**config.mk**
```make
export PLATFORM = sky130hd
export DESIGN_NAME = multicycle_controller
export DESIGN_NICKNAME = d
export VERILOG_FILES = /design/src/rtl/multicycle_controller_pkg.sv /design/src/rtl/mc_wait_counter.sv /design/src/rtl/multicycle_controller.sv
export SDC_FILE = /design/constraint.sdc
export NUM_CORES = 1
export LEC_CHECK = 0
export ABC_CLOCK_PERIOD_IN_PS = 2900
export CAP_MARGIN = 20
export CORE_MARGIN = 5
export CORE_UTILIZATION = 49
export DETAILED_ROUTE_END_ITERATION = 6
export GPL_ROUTABILITY_DRIVEN = 0
export PLACE_DENSITY_LB_ADDON = 0.15
export SETUP_SLACK_MARGIN = 0.2
export SLEW_MARGIN = 20
export SYNTH_ARGS = -nofsm -noshare
export SYNTH_HDL_FRONTEND = slang
export SYNTH_SLANG_ARGS = --single-unit
```
**constraint.sdc**
```tcl
create_clock -name Clk -period 2.9 [get_ports Clk]
set_input_delay 0.435 -clock Clk [delete_from_list [all_inputs] [get_ports Clk]]
set_output_delay 0.435 -clock Clk [all_outputs]
set_load 0.1 [all_outputs]
```
**src/rtl/multicycle_controller_pkg.sv**
```systemverilog
// Shared constants for the multicycle MIPS controller: state encodings,
// opcodes, mux select codes and the internal control bundle.
package multicycle_controller_pkg;

  localparam logic [3:0] S_FETCH  = 4'd0;
  localparam logic [3:0] S_DECODE = 4'd1;
  localparam logic [3:0] S_MEMADR = 4'd2;
  localparam logic [3:0] S_MEMRD  = 4'd3;
  localparam logic [3:0] S_MEMWB  = 4'd4;
  localparam logic [3:0] S_MEMWR  = 4'd5;
  localparam logic [3:0] S_EXEC   = 4'd6;
  localparam logic [3:0] S_ALUWB  = 4'd7;
  localparam logic [3:0] S_BRANCH = 4'd8;
  localparam logic [3:0] S_ADDIEX = 4'd9;
  localparam logic [3:0] S_ADDIWB = 4'd10;
  localparam logic [3:0] S_JUMP   = 4'd11;

  localparam logic [5:0] OP_RTYPE = 6'b000000;
  localparam logic [5:0] OP_J     = 6'b000010;
  localparam logic [5:0] OP_BEQ   = 6'b000100;
  localparam logic [5:0] OP_ADDI  = 6'b001000;
  localparam logic [5:0] OP_LW    = 6'b100011;
  localparam logic [5:0] OP_SW    = 6'b101011;

  localparam logic [1:0] ALUOP_ADD   = 2'b00;
  localparam logic [1:0] ALUOP_SUB   = 2'b01;
  localparam logic [1:0] ALUOP_FUNCT = 2'b10;

  localparam logic [1:0] PCSRC_ALU    = 2'b00;
  localparam logic [1:0] PCSRC_ALUOUT = 2'b01;
  localparam logic [1:0] PCSRC_JUMP   = 2'b10;

  localparam logic [1:0] SRCB_REG     = 2'b00;
  localparam logic [1:0] SRCB_FOUR    = 2'b01;
  localparam logic [1:0] SRCB_IMM     = 2'b10;
  localparam logic [1:0] SRCB_IMM_SH2 = 2'b11;

  // pc_write is the unconditional PC load; branch qualifies a load by Zero.
  typedef struct packed {
    logic       iord;
    logic       mem_read;
    logic       mem_write;
    logic       ir_write;
    logic       reg_dst;
    logic       mem_to_reg;
    logic       reg_write;
    logic       alu_src_a;
    logic [1:0] alu_src_b;
    logic [1:0] alu_op;
    logic [1:0] pc_source;
    logic       pc_write;
    logic       branch;
  } ctrl_t;

  function automatic logic is_wait_state(input logic [3:0] s);
    return (s == S_FETCH) || (s == S_MEMRD) || (s == S_MEMWR);
  endfunction

endpackage

```
**src/rtl/mc_wait_counter.sv**
```systemverilog
// Memory wait counter: counts 0..LAT-1 while enabled, flags the last wait
// cycle, and returns to zero whenever the controller leaves a state.
module mc_wait_counter #(
  parameter int unsigned LAT = 1
) (
  input  logic Clk,
  input  logic Rst,
  input  logic en,
  input  logic clear,
  output logic last
);

  localparam logic [3:0] LAST_CNT = 4'(LAT - 1);

  logic [3:0] count;

  assign last = (count == LAST_CNT);

  // NOTE: sequential state uses non-blocking assignments so every flop
  // samples pre-edge values regardless of block ordering.
  always_ff @(posedge Clk or posedge Rst) begin
    if (Rst) begin
      count <= '0;
    end else if (clear) begin
      count <= '0;
    end else if (en) begin
      count <= count + 4'd1;
    end
  end

endmodule

```
**src/rtl/multicycle_controller.sv**
```systemverilog
// Moore-style multicycle MIPS controller with a parameterised memory latency;
// only PCEn looks at Zero combinationally.
module multicycle_controller
  import multicycle_controller_pkg::*;
#(
  parameter int unsigned MEM_LAT = 1
) (
  input  logic       Clk,
  input  logic       Rst,
  input  logic [5:0] Opcode,
  input  logic       Zero,
  output logic       IorD,
  output logic       MemRead,
  output logic       MemWrite,
  output logic       IRWrite,
  output logic       RegDst,
  output logic       MemtoReg,
  output logic       RegWrite,
  output logic       ALUSrcA,
  output logic [1:0] ALUSrcB,
  output logic [1:0] ALUOp,
  output logic [1:0] PCSource,
  output logic       PCEn,
  output logic [3:0] State
);

  logic [3:0] state;
  logic [3:0] next_state;
  logic       wait_last;
  ctrl_t      ctrl;

  mc_wait_counter #(
    .LAT(MEM_LAT)
  ) u_wait (
    .Clk  (Clk),
    .Rst  (Rst),
    .en   (is_wait_state(state)),
    .clear(next_state != state),
    .last (wait_last)
  );

  always_ff @(posedge Clk or posedge Rst) begin
    if (Rst) begin
      state <= S_FETCH;
    end else begin
      state <= next_state;
    end
  end

  // NOTE: every variable written in a combinational block gets a default
  // first, so no path through the case can infer a latch.
  always_comb begin
    next_state = S_FETCH;
    case (state)
      S_FETCH:  next_state = wait_last ? S_DECODE : S_FETCH;
      S_DECODE: begin
        case (Opcode)
          OP_LW, OP_SW: next_state = S_MEMADR;
          OP_RTYPE:     next_state = S_EXEC;
          OP_BEQ:       next_state = S_BRANCH;
          OP_ADDI:      next_state = S_ADDIEX;
          OP_J:         next_state = S_JUMP;
          default:      next_state = S_FETCH;
        endcase
      end
      S_MEMADR: next_state = (Opcode == OP_SW) ? S_MEMWR : S_MEMRD;
      S_MEMRD:  next_state = wait_last ? S_MEMWB : S_MEMRD;
      S_MEMWB:  next_state = S_FETCH;
      S_MEMWR:  next_state = wait_last ? S_FETCH : S_MEMWR;
      S_EXEC:   next_state = S_ALUWB;
      S_ALUWB:  next_state = S_FETCH;
      S_BRANCH: next_state = S_FETCH;
      S_ADDIEX: next_state = S_ADDIWB;
      S_ADDIWB: next_state = S_FETCH;
      S_JUMP:   next_state = S_FETCH;
      default:  next_state = S_FETCH;
    endcase
  end

  always_comb begin
    ctrl = '0;
    case (state)
      S_FETCH: begin
        ctrl.mem_read  = 1'b1;
        ctrl.alu_src_b = SRCB_FOUR;
        ctrl.alu_op    = ALUOP_ADD;
        ctrl.pc_source = PCSRC_ALU;
        ctrl.ir_write  = wait_last;
        ctrl.pc_write  = wait_last;
      end
      S_DECODE: begin
        ctrl.alu_src_b = SRCB_IMM_SH2;
        ctrl.alu_op    = ALUOP_ADD;
      end
      S_MEMADR, S_ADDIEX: begin
        ctrl.alu_src_a = 1'b1;
        ctrl.alu_src_b = SRCB_IMM;
        ctrl.alu_op    = ALUOP_ADD;
      end
      S_MEMRD: begin
        ctrl.iord     = 1'b1;
        ctrl.mem_read = 1'b1;
      end
      S_MEMWB: begin
        ctrl.mem_to_reg = 1'b1;
        ctrl.reg_write  = 1'b1;
      end
      S_MEMWR: begin
        ctrl.iord      = 1'b1;
        ctrl.mem_write = wait_last;
      end
      S_EXEC: begin
        ctrl.alu_src_a = 1'b1;
        ctrl.alu_src_b = SRCB_REG;
        ctrl.alu_op    = ALUOP_FUNCT;
      end
      S_ALUWB: begin
        ctrl.reg_dst   = 1'b1;
        ctrl.reg_write = 1'b1;
      end
      S_BRANCH: begin
        ctrl.alu_src_a = 1'b1;
        ctrl.alu_src_b = SRCB_REG;
        ctrl.alu_op    = ALUOP_SUB;
        ctrl.pc_source = PCSRC_ALUOUT;
        ctrl.branch    = 1'b1;
      end
      S_ADDIWB: ctrl.reg_write = 1'b1;
      S_JUMP: begin
        ctrl.pc_source = PCSRC_JUMP;
        ctrl.pc_write  = 1'b1;
      end
      default: ;
    endcase
  end

  // While Rst is high the state already reads FETCH; only the strobes need masking.
  assign IorD     = ctrl.iord;
  assign MemRead  = ctrl.mem_read;
  assign MemWrite = ctrl.mem_write & ~Rst;
  assign IRWrite  = ctrl.ir_write & ~Rst;
  assign RegDst   = ctrl.reg_dst;
  assign MemtoReg = ctrl.mem_to_reg;
  assign RegWrite = ctrl.reg_write & ~Rst;
  assign ALUSrcA  = ctrl.alu_src_a;
  assign ALUSrcB  = ctrl.alu_src_b;
  assign ALUOp    = ctrl.alu_op;
  assign PCSource = ctrl.pc_source;
  assign PCEn     = ~Rst & (ctrl.pc_write | (ctrl.branch & Zero));
  assign State    = state;

endmodule

```
## Word level (Yosys, flattened, before mapping)

Index checks and enable logic that the tools add are counted.

- Register bits after elaboration: 8
- Output and inout port bits: 19

- Add/sub/neg operators: 1
- Equality and inequality tests: 17
- Multiplexer cells: 20
- Bitwise logic cells: 7
- Reductions and logical operators: 12

Operators by type and width:

| operator | count |
|---|---|
| one-hot mux 4 bit (5 select lines) | 2 |
| one-hot mux 4 bit (7 select lines) | 1 |
| == test 4 x 3 -> 1 bit (second input constant) | 4 |
| == test 4 bit (second input constant) | 4 |
| == test 6 bit (second input constant) | 2 |
| 2-to-1 mux 1 bit | 10 |
| 2-to-1 mux 3 bit | 3 |
| == test 4 x 2 -> 1 bit (second input constant) | 2 |
| logical NOT 4 bit | 2 |
| 2-to-1 mux 4 bit | 2 |
| OR reduction 2 bit | 4 |
| == test 6 x 2 -> 1 bit (second input constant) | 1 |
| == test 6 x 3 -> 1 bit (second input constant) | 1 |
| == test 6 x 4 -> 1 bit (second input constant) | 1 |
| logical NOT 6 bit | 1 |
| bitwise AND 1 bit | 5 |
| adder 4 x 1 -> 4 bit (second input constant) | 1 |
| == test 4 x 1 -> 1 bit (second input constant) | 1 |
| inequality test 4 bit | 1 |
| one-hot mux 2 bit (2 select lines) | 1 |
| OR reduction 4 bit | 1 |
| OR reduction 3 bit | 1 |
| logical OR 1 bit | 2 |
| one-hot mux 1 bit (2 select lines) | 1 |
| other kinds (3) | 3 |

## Longest topological paths before layout

- Word-level depth: 6
- Gate-level depth with buffers: 8
- Mapped depth without buffers: 7

## Hierarchy

Synthesis repeated with hierarchy kept, for this count alone.

- Cell total of the unflattened synthesis: 113
- Area total of the unflattened synthesis: 850.8 µm²

Modules (own cells, without submodules):

| module | instances | cells an instance | area an instance (µm²) | sequential area each (µm²) |
|---|---|---|---|---|
| multicycle_controller | 1 | 92 | 626.9 | 100.1 |
| mc_wait_counter | 1 | 21 | 224.0 | 100.1 |

## Least setup slack after synthesis

Ideal clock, no wire load.

- Kind: reg2out
- Start: reg state[2] (netlist: State[2])
- End: out MemWrite
- Arrival time: 4.414 ns
- Required time: 2.465 ns
- Setup slack: -1.949 ns
- Cell stages (with the launch flop): 5
- Path buffers: 2
- Cell sequence: dfrtp_1 > buf_6 > clkbuf_1 > nand2_1 > nor4_1

- Cells in the longest elaborated chain, start to end: 3

Ends and longest elaborated chain:

| element | RTL line | text |
|---|---|---|
| from (decl) | multicycle_controller.sv:27 | `logic [3:0] state;` |
| from (signal assigned) | multicycle_controller.sv:46 | `state <= next_state;` |
| == test 4 x 3 -> 1 bit | multicycle_controller.sv:82 | `case (state)` |
| 2-to-1 mux 1 bit | multicycle_controller.sv:82 |  |
| bitwise AND 1 bit | multicycle_controller.sv:140 | `assign MemWrite = ctrl.mem_write & ~Rst;` |
| to (decl) | multicycle_controller.sv:14 | `output logic MemWrite,` |

Every way passes these cells.

## Worst setup path in the final report

- Start: reg u_wait.count[0]
- End: out PCEn

- Cells in the longest elaborated chain, start to end: 4

Ends and longest elaborated chain:

| element | RTL line | text |
|---|---|---|
| from (decl) | mc_wait_counter.sv:15 | `logic [3:0] count;` |
| from (signal assigned) | mc_wait_counter.sv:27 | `count <= count + 4'd1;` |
| logical NOT 4 bit | mc_wait_counter.sv:17 | `assign last = (count == LAST_CNT);` |
| one-hot mux 1 bit (2 select lines) | multicycle_controller.sv:82 |  |
| OR 1 bit | multicycle_controller.sv:149 | `assign PCEn = ~Rst & (ctrl.pc_write \| (ctrl.branch & Zero));` |
| bitwise AND 1 bit | multicycle_controller.sv:149 |  |
| to (decl) | multicycle_controller.sv:23 | `output logic PCEn,` |

Every way passes these cells.

==> impl_metrics.env <==
export IMPL_status="complete, no violations"
export IMPL_clk_latency_ns=0.25
export IMPL_layout_setup_ws_ns=0.398
export IMPL_hold_violations=0
export IMPL_cap_violations=0
export IMPL_cp_end_kind="primary output"
export IMPL_dp_hpwl_microns=1930
export IMPL_fin_skew_ns=0.00714
export IMPL_final_area_sq_um=1250
export IMPL_firstDrtPassIters=4
export IMPL_syn_num_nets=130
export IMPL_path_cells="inv_1 > ha_1 > nor3b_1 > a31oi_1 > nor3_4 > buf_12"
export IMPL_muxShareOfSynthArea_pct=2.42
export IMPL_whs_ns=0.587
export IMPL_via_per_inst=6.02
export IMPL_syn_inst=119
export IMPL_finalSetupViolCount=0
export IMPL_cts_tree="done"
export IMPL_totalWireLength_microns=2550
export IMPL_die_h_microns=52.4
export IMPL_portBuffers=27
export IMPL_slew_violations=0
export IMPL_htreeDepth=1
export IMPL_grt_pass1_vias=985
export IMPL_cts_sinks=8
export IMPL_place_ws_ns=0.660
export IMPL_slowest_stage="nor3b_1"
export IMPL_crit_fanout=5
export IMPL_worst_slew_pin_slew_ns=0.563
export IMPL_min_period_ns=2.50
export IMPL_drc=0
export IMPL_slowest_delay_ns=0.48
export IMPL_rr_worst_depth=7
export IMPL_die_area_sq_um=2740
export IMPL_synth_area_sq_um=880
export IMPL_ys_seq_elements=8
export IMPL_avgSynthCellArea_sq_um=7.39
export IMPL_cp_start_kind="register"
export IMPL_crit_type="register to primary output"
export IMPL_nFillCells=128
export IMPL_syn_to_final_growth_pct=42.7
export IMPL_drive_gt1_share_pct=32.1
export IMPL_holdCritStartpoint="u_wait.count[3]"
export IMPL_ys_warn_count=0
export IMPL_placed_area_sq_um=1230
export IMPL_rsz0062_at_grt="false"
export IMPL_ys_types=43
export IMPL_relSlewSlack_pct=62.4
export IMPL_endpoint="PCEn"
export IMPL_first_iter_violations=26
export IMPL_antenna_found_initial=0
export IMPL_diodes=0
export IMPL_root_buffer="clkbuf_4"
export IMPL_cts_resized=0
export IMPL_reg2reg_from="u_wait.count[0]"
export IMPL_via_count=993
export IMPL_synthArstFlopShare_pct=100
export IMPL_reg2reg_slack_ns=0.77
export IMPL_wl_per_cell_microns=15.5
export IMPL_arrival_ns=2.07
export IMPL_synth_adder_area_share_pct=2.84
export IMPL_core_area_sq_um=1710
export IMPL_path_clk_slew_ns=0.06
export IMPL_min_period_over_period_pct=86.3
export IMPL_post_cts_buffers=0
export IMPL_yosysSeqAreaShare_pct=22.8
export IMPL_synth_compound_area_share_pct=23.0
export IMPL_synth_xor_area_share_pct=5.97
export IMPL_rr_endpoint="u_wait.count[1]"
export IMPL_start_util_pct=51.5
export IMPL_die_x_microns=52.4
export IMPL_crit_required_ns=2.47
export IMPL_fmax_mhz=400
export IMPL_synth_flop_cell="dfrtp_1"
export IMPL_synth_top_family_by_area="simple AND/OR/NAND/NOR gates"
export IMPL_numCtsBuffers=3
export IMPL_synth_edf_count=0
export IMPL_grt_total_usage_pct=21.7
export IMPL_boundaryPins=28
export IMPL_grt_overflow=0
export IMPL_grt_pass1_wl_microns=4430
export IMPL_cts_hold_fix_buffers=0
export IMPL_antenna_left=0
export IMPL_crit_path_start="u_wait.count[0]"
export IMPL_tns_ns=0
export IMPL_synthSimpleGateAreaFrac_pct=34.3
export IMPL_num_rows=15
export IMPL_clockBufferDepth=2
export IMPL_nets=153
export IMPL_grt_max_degree=24
export IMPL_hp_class="register to register"
==> critical path: cells and delay by family (launching register included) <==
family,cells,cell delay [ns]
flops,1,0.40
buf+inv,2,0.30
simple gates,2,0.72
fa+ha+maj,1,0.16
compound gates,1,0.24
==> registers in the layout, indices dropped and copies added, names as in the netlist <==
name and flops:
State 4, u_wait.count 4
==> worst min path at each step <==
stage / to / depth (start not counted)
floorplan: u_wait.count[0] / 1
global placement: u_wait.count[3] / 2
detailed placement: u_wait.count[3] / 2
CTS: u_wait.count[3] / 2
global route: u_wait.count[3] / 2
finish: u_wait.count[3] / 2
==> cells in the final DEF, fill, tap and decap left out, types with 2 or more instances in the layout <==
cell             netlist  layout
o211ai_1               2       2
nand3_1                3       3
a31oi_1                3       3
nand2_1                6       5
o21ai_2                1       2
and3_1                 2       2
a22oi_1                2       2
clkdlybuf4s50_1        0       8
nor3_1                13       7
buf_4                  1      16
nor2_1                17      13
ha_1                   2       2
buf_12                 0       3
nor2_2                 0       4
a21oi_1                5       4
nor3_4                 0       5
o21ai_0                7       6
clkbuf_4               0       3
nand4_1                2       2
xor2_1                 2       2
dfrtp_1                8       4
nand2b_1               3       3
inv_1                  7       7
dfrtp_4                0       4
xnor2_1                4       4
==> kinds of logic (layout without fill, tap and decap cells) <==
kind of cell | Yosys count | after routing
flip-flops | 8 | 8
multiplexers | 2 | 2
buffers and inverters | 16 | 37
adder cells (fa/ha/maj) | 2 | 2
AO/OA/AOI/OAI | 30 | 30
XOR/XNOR | 6 | 6
AND/OR/NAND/NOR | 55 | 55
==> cells in the mapped netlist, drive strengths merged, types with 3 or more instances <==
cell type  instances  area [sq um]
dfrtp              8           200
buf                6          38.8
o21ai              8          43.8
a21oi              5          25.0
inv                7          26.3
nand2              6          22.5
nand3              3          15.0
nor3              13          65.1
clkbuf             3          11.3
nor2              17          63.8
a31oi              3          18.8
nand2b             4          32.5
xnor2              4          35.0
==> layer usage <==
metal | vias to the layer above | share of wire (%) | GRT usage [%]
met4 | 0 | 0.67 | 8.94
met3 | 2 | 8.6 | 4.84
met1 | 457 | 42 | 27.1
li1 | 475 | - | -
met2 | 59 | 49 | 35.7
met5 | - | 0 | 0
==> area by class of cell <==
cell class                      count  area, sq um  share of cell area [%]
Multi-Input combinational cell     95          699                    55.7
Sequential cell                     8          215                    17.1
Timing Repair Buffer               27          260                    20.7
Tap cell                           25         31.3                    2.49
Inverter                            7         26.3                    2.09
Clock buffer                        3         22.5                    1.79
==> stage by stage <==
stage / util, % / instances
after floorplan: - / 119
after detailed placement: 72.2 / 162
after global placement: 72.2 / 162
final: 73.5 / 165
after CTS: 73.5 / 165
after global routing: 73.5 / 165
Power is left out: the tool's default activity adds up to more than one toggle a clock period on the data nets, which glitch-free logic cannot reach.
